<file path="src/rtl/add_sequencer.sv">
// Multi-cycle add/subtract controller for the slide-switch adder datapath.
// Latency: START edge, then one edge per carry step (k <= WIDTH), then one edge to publish (DONE).
// Backpressure: none; START is ignored while busy_o is high, and results hold until the next DONE.
//
// Ports:
//   clk_i, rst_i          clock, synchronous active-high reset (priority over everything)
//   start_i               level start request, sampled only while idle
//   mode_i                1 = two's complement, 0 = unsigned
//   op_i                  0 = x + y, 1 = x - y
//   x_i, y_i              operands (captured on the START edge)
//   sum_o                 raw result bits
//   mag_o                 magnitude of a negative signed result, otherwise sum_o
//   neg_o                 sign digit for the HEX display (signed mode only)
//   ovf_o                 result not representable in the selected mode/op
//   busy_o                high while the carry loop runs
//   done_o                one-cycle pulse when the outputs update
//   iters_o               carry steps taken by the last completed operation
module add_sequencer #(
    parameter int WIDTH = 4
) (
    input  logic                       clk_i,
    input  logic                       rst_i,
    input  logic                       start_i,
    input  logic                       mode_i,
    input  logic                       op_i,
    input  logic [WIDTH-1:0]           x_i,
    input  logic [WIDTH-1:0]           y_i,
    output logic [WIDTH-1:0]           sum_o,
    output logic [WIDTH-1:0]           mag_o,
    output logic                       neg_o,
    output logic                       ovf_o,
    output logic                       busy_o,
    output logic                       done_o,
    output logic [$clog2(WIDTH+1)-1:0] iters_o
);

    localparam int CW  = $clog2(WIDTH+1);
    localparam int MSB = WIDTH - 1;

    localparam logic [0:0] S_IDLE = 1'b0;
    localparam logic [0:0] S_RUN  = 1'b1;

    logic [0:0]       state_q, state_d;
    logic [WIDTH-1:0] a_q, a_d;
    logic [WIDTH-1:0] b_q, b_d;
    logic [WIDTH-1:0] mx_q, mx_d;
    logic [WIDTH-1:0] my_q, my_d;
    logic             mode_q, mode_d;
    logic             op_q, op_d;
    logic [CW-1:0]    cnt_q, cnt_d;
    logic             cout_q, cout_d;

    logic [WIDTH-1:0] sum_q, sum_d;
    logic [WIDTH-1:0] mag_q, mag_d;
    logic             neg_q, neg_d;
    logic             ovf_q, ovf_d;
    logic             done_q, done_d;
    logic [CW-1:0]    iters_q, iters_d;

    // Per-step carry vector and the flags derived from the finished sum (a_q once b_q == 0).
    logic [WIDTH-1:0] carry;
    logic             res_neg;
    logic [WIDTH-1:0] res_mag;
    logic             res_ovf;

    assign carry   = a_q & b_q;
    assign res_neg = mode_q & a_q[MSB];
    // The most negative value negates to itself, which reads correctly as an unsigned magnitude.
    assign res_mag = res_neg ? (~a_q + WIDTH'(1)) : a_q;

    always_comb begin
        res_ovf = 1'b0;
        if (mode_q) begin
            if (op_q) res_ovf = (mx_q[MSB] != my_q[MSB]) & (a_q[MSB] != mx_q[MSB]);
            else      res_ovf = (mx_q[MSB] == my_q[MSB]) & (a_q[MSB] != mx_q[MSB]);
        end else begin
            // Unsigned subtract reports a borrow; the carry out of the negation is meaningless.
            if (op_q) res_ovf = (mx_q < my_q);
            else      res_ovf = cout_q;
        end
    end

    always_comb begin
        state_d = state_q;
        a_d     = a_q;
        b_d     = b_q;
        mx_d    = mx_q;
        my_d    = my_q;
        mode_d  = mode_q;
        op_d    = op_q;
        cnt_d   = cnt_q;
        cout_d  = cout_q;
        sum_d   = sum_q;
        mag_d   = mag_q;
        neg_d   = neg_q;
        ovf_d   = ovf_q;
        iters_d = iters_q;
        done_d  = 1'b0;

        case (state_q)
            S_IDLE: begin
                if (start_i) begin
                    state_d = S_RUN;
                    a_d     = x_i;
                    b_d     = op_i ? (~y_i + WIDTH'(1)) : y_i;
                    mx_d    = x_i;
                    my_d    = y_i;
                    mode_d  = mode_i;
                    op_d    = op_i;
                    cnt_d   = '0;
                    cout_d  = 1'b0;
                end
            end
            default: begin
                if (b_q != '0) begin
                    a_d    = a_q ^ b_q;
                    b_d    = carry << 1;
                    cnt_d  = cnt_q + CW'(1);
                    cout_d = cout_q | carry[MSB];
                end else begin
                    state_d = S_IDLE;
                    sum_d   = a_q;
                    mag_d   = res_mag;
                    neg_d   = res_neg;
                    ovf_d   = res_ovf;
                    iters_d = cnt_q;
                    done_d  = 1'b1;
                end
            end
        endcase
    end

    always_ff @(posedge clk_i) begin
        if (rst_i) begin
            state_q <= S_IDLE;
            a_q     <= '0;
            b_q     <= '0;
            mx_q    <= '0;
            my_q    <= '0;
            mode_q  <= 1'b0;
            op_q    <= 1'b0;
            cnt_q   <= '0;
            cout_q  <= 1'b0;
            sum_q   <= '0;
            mag_q   <= '0;
            neg_q   <= 1'b0;
            ovf_q   <= 1'b0;
            done_q  <= 1'b0;
            iters_q <= '0;
        end else begin
            state_q <= state_d;
            a_q     <= a_d;
            b_q     <= b_d;
            mx_q    <= mx_d;
            my_q    <= my_d;
            mode_q  <= mode_d;
            op_q    <= op_d;
            cnt_q   <= cnt_d;
            cout_q  <= cout_d;
            sum_q   <= sum_d;
            mag_q   <= mag_d;
            neg_q   <= neg_d;
            ovf_q   <= ovf_d;
            done_q  <= done_d;
            iters_q <= iters_d;
        end
    end

    assign sum_o   = sum_q;
    assign mag_o   = mag_q;
    assign neg_o   = neg_q;
    assign ovf_o   = ovf_q;
    assign busy_o  = (state_q == S_RUN);
    assign done_o  = done_q;
    assign iters_o = iters_q;

endmodule

</file>
<file path="config.mk">
export PLATFORM = sky130hd
export DESIGN_NAME = add_sequencer
export DESIGN_NICKNAME = d
export VERILOG_FILES = /design/src/rtl/add_sequencer.sv
export SDC_FILE = /design/constraint.sdc
export NUM_CORES = 1
export LEC_CHECK = 0
export ABC_AREA = 1
export CELL_PAD_IN_SITES_DETAIL_PLACEMENT = 1
export CELL_PAD_IN_SITES_GLOBAL_PLACEMENT = 1
export CORE_MARGIN = 4
export CORE_UTILIZATION = 38
export DETAILED_ROUTE_END_ITERATION = 8
export PLACE_DENSITY = 0.79
export SETUP_SLACK_MARGIN = 0.4
export SLEW_MARGIN = 40
export SYNTH_ARGS = -nofsm -noshare
export SYNTH_HDL_FRONTEND = slang
export SYNTH_SLANG_ARGS = --single-unit
</file>
<file path="constraint.sdc">
create_clock -name clk_i -period 1.3 [get_ports clk_i]
set_input_delay 0.26 -clock clk_i [delete_from_list [all_inputs] [get_ports clk_i]]
set_output_delay 0.26 -clock clk_i [all_outputs]
set_load 0.01 [all_outputs]
</file>
# Word level (Yosys, flattened, before mapping)
# Cells that the tools add are included.
[word_totals]
ram_bits = 0
register_bits = 37
latchBits = 0
wordCells = 60
memories = 0
out_inout_bits = 15
in_bits = 13
mem_bits_ro = 0
[op_classes]
mux = 21
addsub = 3
n_eq_ne = 4
reduce_logical = 6
n_div = 0
bitwise_logic = 10
multipliers = 0
shift = 0
order_cmp = 1
[op_table]
columns = ["operator", "count"]
rows = [
  ["4-bit 2-to-1 mux", 8],
  ["1-bit 2-to-1 mux", 10],
  ["3-bit 2-to-1 mux", 3],
  ["4-bit by 1-bit adder with 4-bit output (second input constant)", 2],
  ["4-bit NOT", 2],
  ["2-bit AND reduction", 3],
  ["4-bit bitwise AND", 1],
  ["4-bit < comparator", 1],
  ["4-bit nonzero test", 1],
  ["4-bit XOR", 1],
  ["3-bit by 1-bit adder with 3-bit output (second input constant)", 1],
  ["1-bit bitwise AND", 3],
  ["1-bit inequality test", 2],
  ["2-bit by 1-bit inequality test with 1-bit output (second input constant)", 1],
  ["1-bit NOT", 2],
  ["2-bit nonzero test", 1],
  ["2-bit OR reduction", 1],
  ["1-bit equality test", 1],
  ["1-bit OR", 1],
]

# Longest topological paths before layout
[logic_depth]
ltp_word = 5
ltp_mapped = 8

# Worst setup path before layout
# No wires, ideal clock.
[synth_timing]
path_type = "reg-to-reg"
from = "register mx_q[3]"
to = "register ovf_q, in the netlist ovf_o"
path_stages_with_launch = 7
arrival_ns = 1.085
synth_period_minus_slack_ns = 1.198
path_slack_ns = 0.102
path_buffers = 0
required_ns = 1.187
setup_time_ns = 0.113
cell_sequence = "dfxtp_1 ha_1 or2_2 nand3_1 a21oi_1 nand2_1 nand2_1"
[synth_via]
elab_chain_cells = 4
[synth_rtl]
columns = ["element", "line_no", "source"]
rows = [
  ["start, declared", "46", "logic [WIDTH-1:0] mx_q, mx_d;"],
  ["start signal, assigned", "154", "mx_q <= mx_d;"],
  ["parallel branches: the longest is 3 deep, another holds 4-bit < comparator", "-", ""],
  ["1-bit 2-to-1 mux (*)", "73", "if (mode_q) begin"],
  ["end signal, assigned", "163", "ovf_q <= ovf_d;"],
  ["end, declared", "56", "logic ovf_q, ovf_d;"],
]
# Mark *: on every way between the ends.
# A chain may end at the register's enable or synchronous reset.

# Final worst setup path
[layout_timing]
from = "register state_q, in the netlist busy_o"
to = "register b_q[3]"
[layout_via]
elab_chain_cells = 2
[layout_rtl]
columns = ["element", "line_no", "source"]
rows = [
  ["start, declared", "43", "logic [0:0] state_q, state_d;"],
  ["start signal, assigned", "151", "state_q <= state_d;"],
  ["2-bit by 1-bit inequality test with 1-bit output (no source line) / 2-bit nonzero test (equally long branches)", "-", ""],
  ["2-bit AND reduction (no source line)", "-", ""],
  ["end signal, assigned", "137", "b_q <= '0;"],
  ["end signal, assigned", "153", "b_q <= b_d;"],
  ["end, declared", "45", "logic [WIDTH-1:0] b_q, b_d;"],
]
# Several ways; a longest one is shown, not always the timed one.

==> flow_summary.html <==
<table>
<tr><th>Metric</th><th>Value</th></tr>
<tr><th colspan="2">Clocking</th></tr>
<tr><td>Maximum level of the CTS H-tree</td><td>2</td></tr>
<tr><td>Register clock-pin slew on the reported worst setup and hold paths</td><td>80 ps</td></tr>
<tr><td>TritonCTS buffer count</td><td>5</td></tr>
<tr><td>CTS tree</td><td>done</td></tr>
<tr><td>Clock latency reported for the late side of the worst-skew pair</td><td>310 ps</td></tr>
<tr><td>Cts-stage hold buffer count</td><td>0</td></tr>
<tr><td>Clock root buffer master</td><td>sky130_fd_sc_hd__clkbuf_8</td></tr>
<tr><td>Clock tree buffer depth</td><td>2</td></tr>
<tr><td>Clock sink count</td><td>36</td></tr>
<tr><th colspan="2">Place</th></tr>
<tr><td>Total half-perimeter wirelength after legalization and detailed placement</td><td>around 3.7 mm</td></tr>
<tr><td>Cell Area, Placed</td><td>~2200 µm²</td></tr>
<tr><td>Final Wtd Congestion</td><td>0.820</td></tr>
<tr><td>Count of buffers from port buffering</td><td>27</td></tr>
<tr><th colspan="2">Synth</th></tr>
<tr><td>Post-synth design cell area</td><td>1670 µm²</td></tr>
<tr><td>Number of distinct standard cells referenced by the synthesized netlist</td><td>28</td></tr>
<tr><td>Mean instance size in the synthesized netlist</td><td>7.62 µm²</td></tr>
<tr><td>Yosys warning total</td><td>0</td></tr>
<tr><td>Proportion of synthesized chip area in sequential cells</td><td>~43%</td></tr>
<tr><td>Syn nets</td><td>242</td></tr>
<tr><td>Number of synthesized register bits</td><td>36</td></tr>
<tr><td>Instance count of the mapped netlist</td><td>219</td></tr>
<tr><th colspan="2">Routing</th></tr>
<tr><td>Number of detailed-route iterations in the first pass</td><td>4</td></tr>
<tr><td>Vias per cell</td><td>between 5 and 6</td></tr>
<tr><td>Average wire per cell in the routed design</td><td>around 21 µm</td></tr>
<tr><td>Iteration-0 DRC Markers</td><td>124</td></tr>
<tr><td>Vias after detailed routing</td><td>1798</td></tr>
<tr><td>Count of unresolved DRC violations after routing</td><td>0</td></tr>
<tr><td>Final wirelength</td><td>about 7 mm</td></tr>
<tr><td>Count of nets left with antenna violations after detail routing</td><td>0</td></tr>
<tr><th colspan="2">Layout</th></tr>
<tr><td>ANT cells</td><td>0</td></tr>
<tr><td>Final design instance area without fill</td><td>between 2000 and 3000 µm²</td></tr>
<tr><td>Area growth syn-to-layout</td><td>63.5%</td></tr>
<tr><td>Fill cell count</td><td>469</td></tr>
<tr><td>Most used cells in the layout excluding fill and tap cells</td><td>sky130_fd_sc_hd__nand2_1, sky130_fd_sc_hd__dfxtp_2, sky130_fd_sc_hd__buf_4</td></tr>
<tr><td>Storage cell area</td><td>758 µm²</td></tr>
<tr><td>Multi-input gate area in the final layout</td><td>1070 µm²</td></tr>
<tr><td>Number of nets in the layout</td><td>300</td></tr>
<tr><td>Layout cells sized above 1</td><td>slightly below 50%</td></tr>
<tr><td>Most common cell after layout, fill and taps aside</td><td>sky130_fd_sc_hd__nand2_1</td></tr>
<tr><th colspan="2">Power and ir drop</th></tr>
<tr><td>Share of total power in combinational logic</td><td>around 28%</td></tr>
<tr><td>Maximum ir drop on the vdd rail</td><td>0.000646 V</td></tr>
<tr><td>Switching share of power</td><td>about a third</td></tr>
<tr><td>Reg power frac</td><td>40.0%</td></tr>
<tr><td>Power consumption</td><td>about 0.0033 W</td></tr>
<tr><td>Design internal power</td><td>0.00221 W</td></tr>
<tr><td>Power density over cell area</td><td>1190 nW/µm²</td></tr>
<tr><td>Static Leakage</td><td>1.22 nW</td></tr>
<tr><td>Clock network fraction of design power</td><td>32.5%</td></tr>
<tr><td>Net Switching</td><td>0.00105 W</td></tr>
<tr><th colspan="2">GRT</th></tr>
<tr><td>Total GRT Usage</td><td>a little under a quarter</td></tr>
<tr><td>Antenna violations before repair</td><td>0</td></tr>
<tr><td>First-pass GRT wire length</td><td>roughly 9.5 mm</td></tr>
<tr><td>Largest net degree at the start of global routing</td><td>18</td></tr>
<tr><td>GRT overflow</td><td>0</td></tr>
<tr><td>Vias in the first global route</td><td>1811</td></tr>
<tr><th colspan="2">Flow run</th></tr>
<tr><td>Max-cap violations</td><td>0</td></tr>
<tr><th colspan="2">Critical path</th></tr>
<tr><td>Critical Path AT</td><td>around 1500 ps</td></tr>
<tr><td>Worst Reg2Reg Path Length in Cells</td><td>5</td></tr>
<tr><td>Critical Path RT</td><td>1530 ps</td></tr>
<tr><td>Startpoint-to-endpoint class of the critical path</td><td>reg -&gt; reg</td></tr>
<tr><td>Capturing element type of the critical path</td><td>flip-flop</td></tr>
<tr><td>Critical Path Start Type</td><td>flip-flop</td></tr>
<tr><td>Crit Path Max Fanout</td><td>6</td></tr>
<tr><th colspan="2">Floorplanning</th></tr>
<tr><td>Chip width</td><td>74.3 µm</td></tr>
<tr><td>Overall die area</td><td>5510 µm²</td></tr>
<tr><td>Number of rows created at floorplan</td><td>23</td></tr>
<tr><td>Core area</td><td>4120 µm²</td></tr>
<tr><td>Boundary Pins</td><td>28</td></tr>
<tr><td>DIE HEIGHT</td><td>around 74 µm</td></tr>
<tr><td>Initial core utilization</td><td>between 40% and 50%</td></tr>
<tr><th colspan="2">Timing</th></tr>
<tr><td>Final critical path time including I/O delays and setup</td><td>approximately 1300 ps</td></tr>
<tr><td>Relative slew margins</td><td>roughly three quarters</td></tr>
<tr><td>Total of endpoints with negative setup slack in the final report</td><td>0</td></tr>
<tr><td>Final hold vios</td><td>0</td></tr>
<tr><td>Worst clock skew on the final layout</td><td>a little under 7 ps</td></tr>
<tr><td>Transition time at the pin with the least slew margin</td><td>about 350 ps</td></tr>
<tr><td>Setup repair after global routing missed its margin</td><td>true</td></tr>
<tr><td>Fin crit share</td><td>between 90% and 100%</td></tr>
<tr><td>Fin. max-slew vios</td><td>0</td></tr>
<tr><td>Maximum clock rate</td><td>slightly below 800 MHz</td></tr>
<tr><th colspan="2">Hold path</th></tr>
<tr><td>Min-Delay Path Class</td><td>in -&gt; reg</td></tr>
<tr><td>Worst hold stages</td><td>3</td></tr>
<tr><th colspan="2">Status</th></tr>
<tr><td>Run status</td><td>complete, no violations</td></tr>
</table>
## cell families (layout without fill, tap and decap cells)
group	count (synthesis)	after routing	share of synthesized area, %
simple gates	87	87	22.1
compound gates	55	55	18.5
flops	36	36	43.2
buf+inv	29	88	7.50
fa+ha+maj	10	10	7.50
xor+xnor	1	1	0.525
mux	1	1	0.600
## metal layers
layer / GRT usage, % / share of wire (%)
met1: 29.3 / 41
met2: 40.4 / 51
met3: 4.19 / 4.3
met4: 9.09 / 3.5
met5: 0 / 0
## final cells by class
cell class / count / area share, %
Clock buffer: 8 / 4.45
Inverter: 22 / 4.04
Multi-Input combinational cell: 154 / 39.3
Sequential cell: 36 / 27.8
Tap cell: 50 / 2.29
Timing Repair Buffer: 58 / 22.1
## final timing paths
kind	startpoint	endpoint	slack [ps]
setup / recovery	busy_o	b_q[3]	10
hold / removal	y_i[1]	my_q[1]	400
setup reg to reg	busy_o	b_q[3]	10
hold reg to reg	iters_o[1]	iters_o[1]	470
## per-stage QoR
step | instances | utilization [%] | setup slack [ps] | hold WS [ps] | setup TNS, ps
after floorplan | 219 | - | 143 | 338 | 0
after global placement | 305 | 53.9 | -239 | 436 | -2500
after detailed placement | 305 | 53.9 | -264 | 451 | -2890
after CTS | 320 | 60.7 | 122 | 424 | 0
after global routing | 328 | 66.3 | -82.3 | 428 | -135
final | 328 | 66.3 | 10.5 | 401 | 0
## timing repair
action | in CTS | in global routing
setup endpoints to repair | 51 | 51
pin swaps | 6 | 3
buffers inserted | 7 | 8
resized for setup | 114 | 47
## power by group through the flow
stage | sequential (W) | clock [W] | combinational [W]
global placement | 0.00130 | 0 | 0.000617
detailed placement | 0.00130 | 0 | 0.000640
floorplan | 0.00129 | 0 | 0.000381
global route | 0.00131 | 0.00111 | 0.000963
CTS | 0.00128 | 0.00105 | 0.000727
finish | 0.00130 | 0.00106 | 0.000896
## flip-flops by register name, summed over array words and instances, names as in the netlist, 3 cells and up
| name | cells |
|---|---|
| mx_q | 4 |
| mag_o | 3 |
| a_q | 4 |
| iters_o | 3 |
| cnt_q | 3 |
| b_q | 4 |
| my_q | 4 |
| sum_o | 4 |
## critical path: stages (launching register included)
cell and delay (ps):
sky130_fd_sc_hd__dfxtp_4 410, sky130_fd_sc_hd__buf_6 170, sky130_fd_sc_hd__nand2_4 110, sky130_fd_sc_hd__o21ai_0 210, sky130_fd_sc_hd__nand2_1 140, sky130_fd_sc_hd__a21oi_2 180
## synthesized netlist by cell type
master | instances | area (µm²)
sky130_fd_sc_hd__a21oi_2 | 1 | 8.76
sky130_fd_sc_hd__or2_2 | 2 | 12.5
sky130_fd_sc_hd__o211ai_2 | 1 | 12.5
sky130_fd_sc_hd__nor2_2 | 1 | 6.26
sky130_fd_sc_hd__nand3_1 | 12 | 60.1
sky130_fd_sc_hd__a211oi_2 | 1 | 12.5
sky130_fd_sc_hd__inv_2 | 3 | 11.3
sky130_fd_sc_hd__buf_6 | 1 | 11.3
sky130_fd_sc_hd__o21ai_0 | 21 | 105
sky130_fd_sc_hd__xor2_1 | 1 | 8.76
sky130_fd_sc_hd__buf_2 | 1 | 5.00
sky130_fd_sc_hd__a21oi_1 | 25 | 125
sky130_fd_sc_hd__nand3_2 | 1 | 10.0
sky130_fd_sc_hd__ha_1 | 10 | 125
sky130_fd_sc_hd__a211oi_1 | 1 | 7.51
sky130_fd_sc_hd__nand2_2 | 2 | 12.5
sky130_fd_sc_hd__mux2i_1 | 1 | 10.0
sky130_fd_sc_hd__inv_1 | 19 | 71.3
sky130_fd_sc_hd__nor2_1 | 14 | 52.6
sky130_fd_sc_hd__buf_4 | 2 | 15.0
sky130_fd_sc_hd__nand2_1 | 53 | 199
sky130_fd_sc_hd__dfxtp_1 | 36 | 721
sky130_fd_sc_hd__clkbuf_1 | 3 | 11.3
sky130_fd_sc_hd__nor3_1 | 1 | 5.00
sky130_fd_sc_hd__a21oi_4 | 1 | 16.3
sky130_fd_sc_hd__nand2_4 | 1 | 11.3
sky130_fd_sc_hd__a31oi_1 | 1 | 6.26
sky130_fd_sc_hd__o21ai_1 | 3 | 15.0
Note: power is estimated with default switching activity, not from simulation.
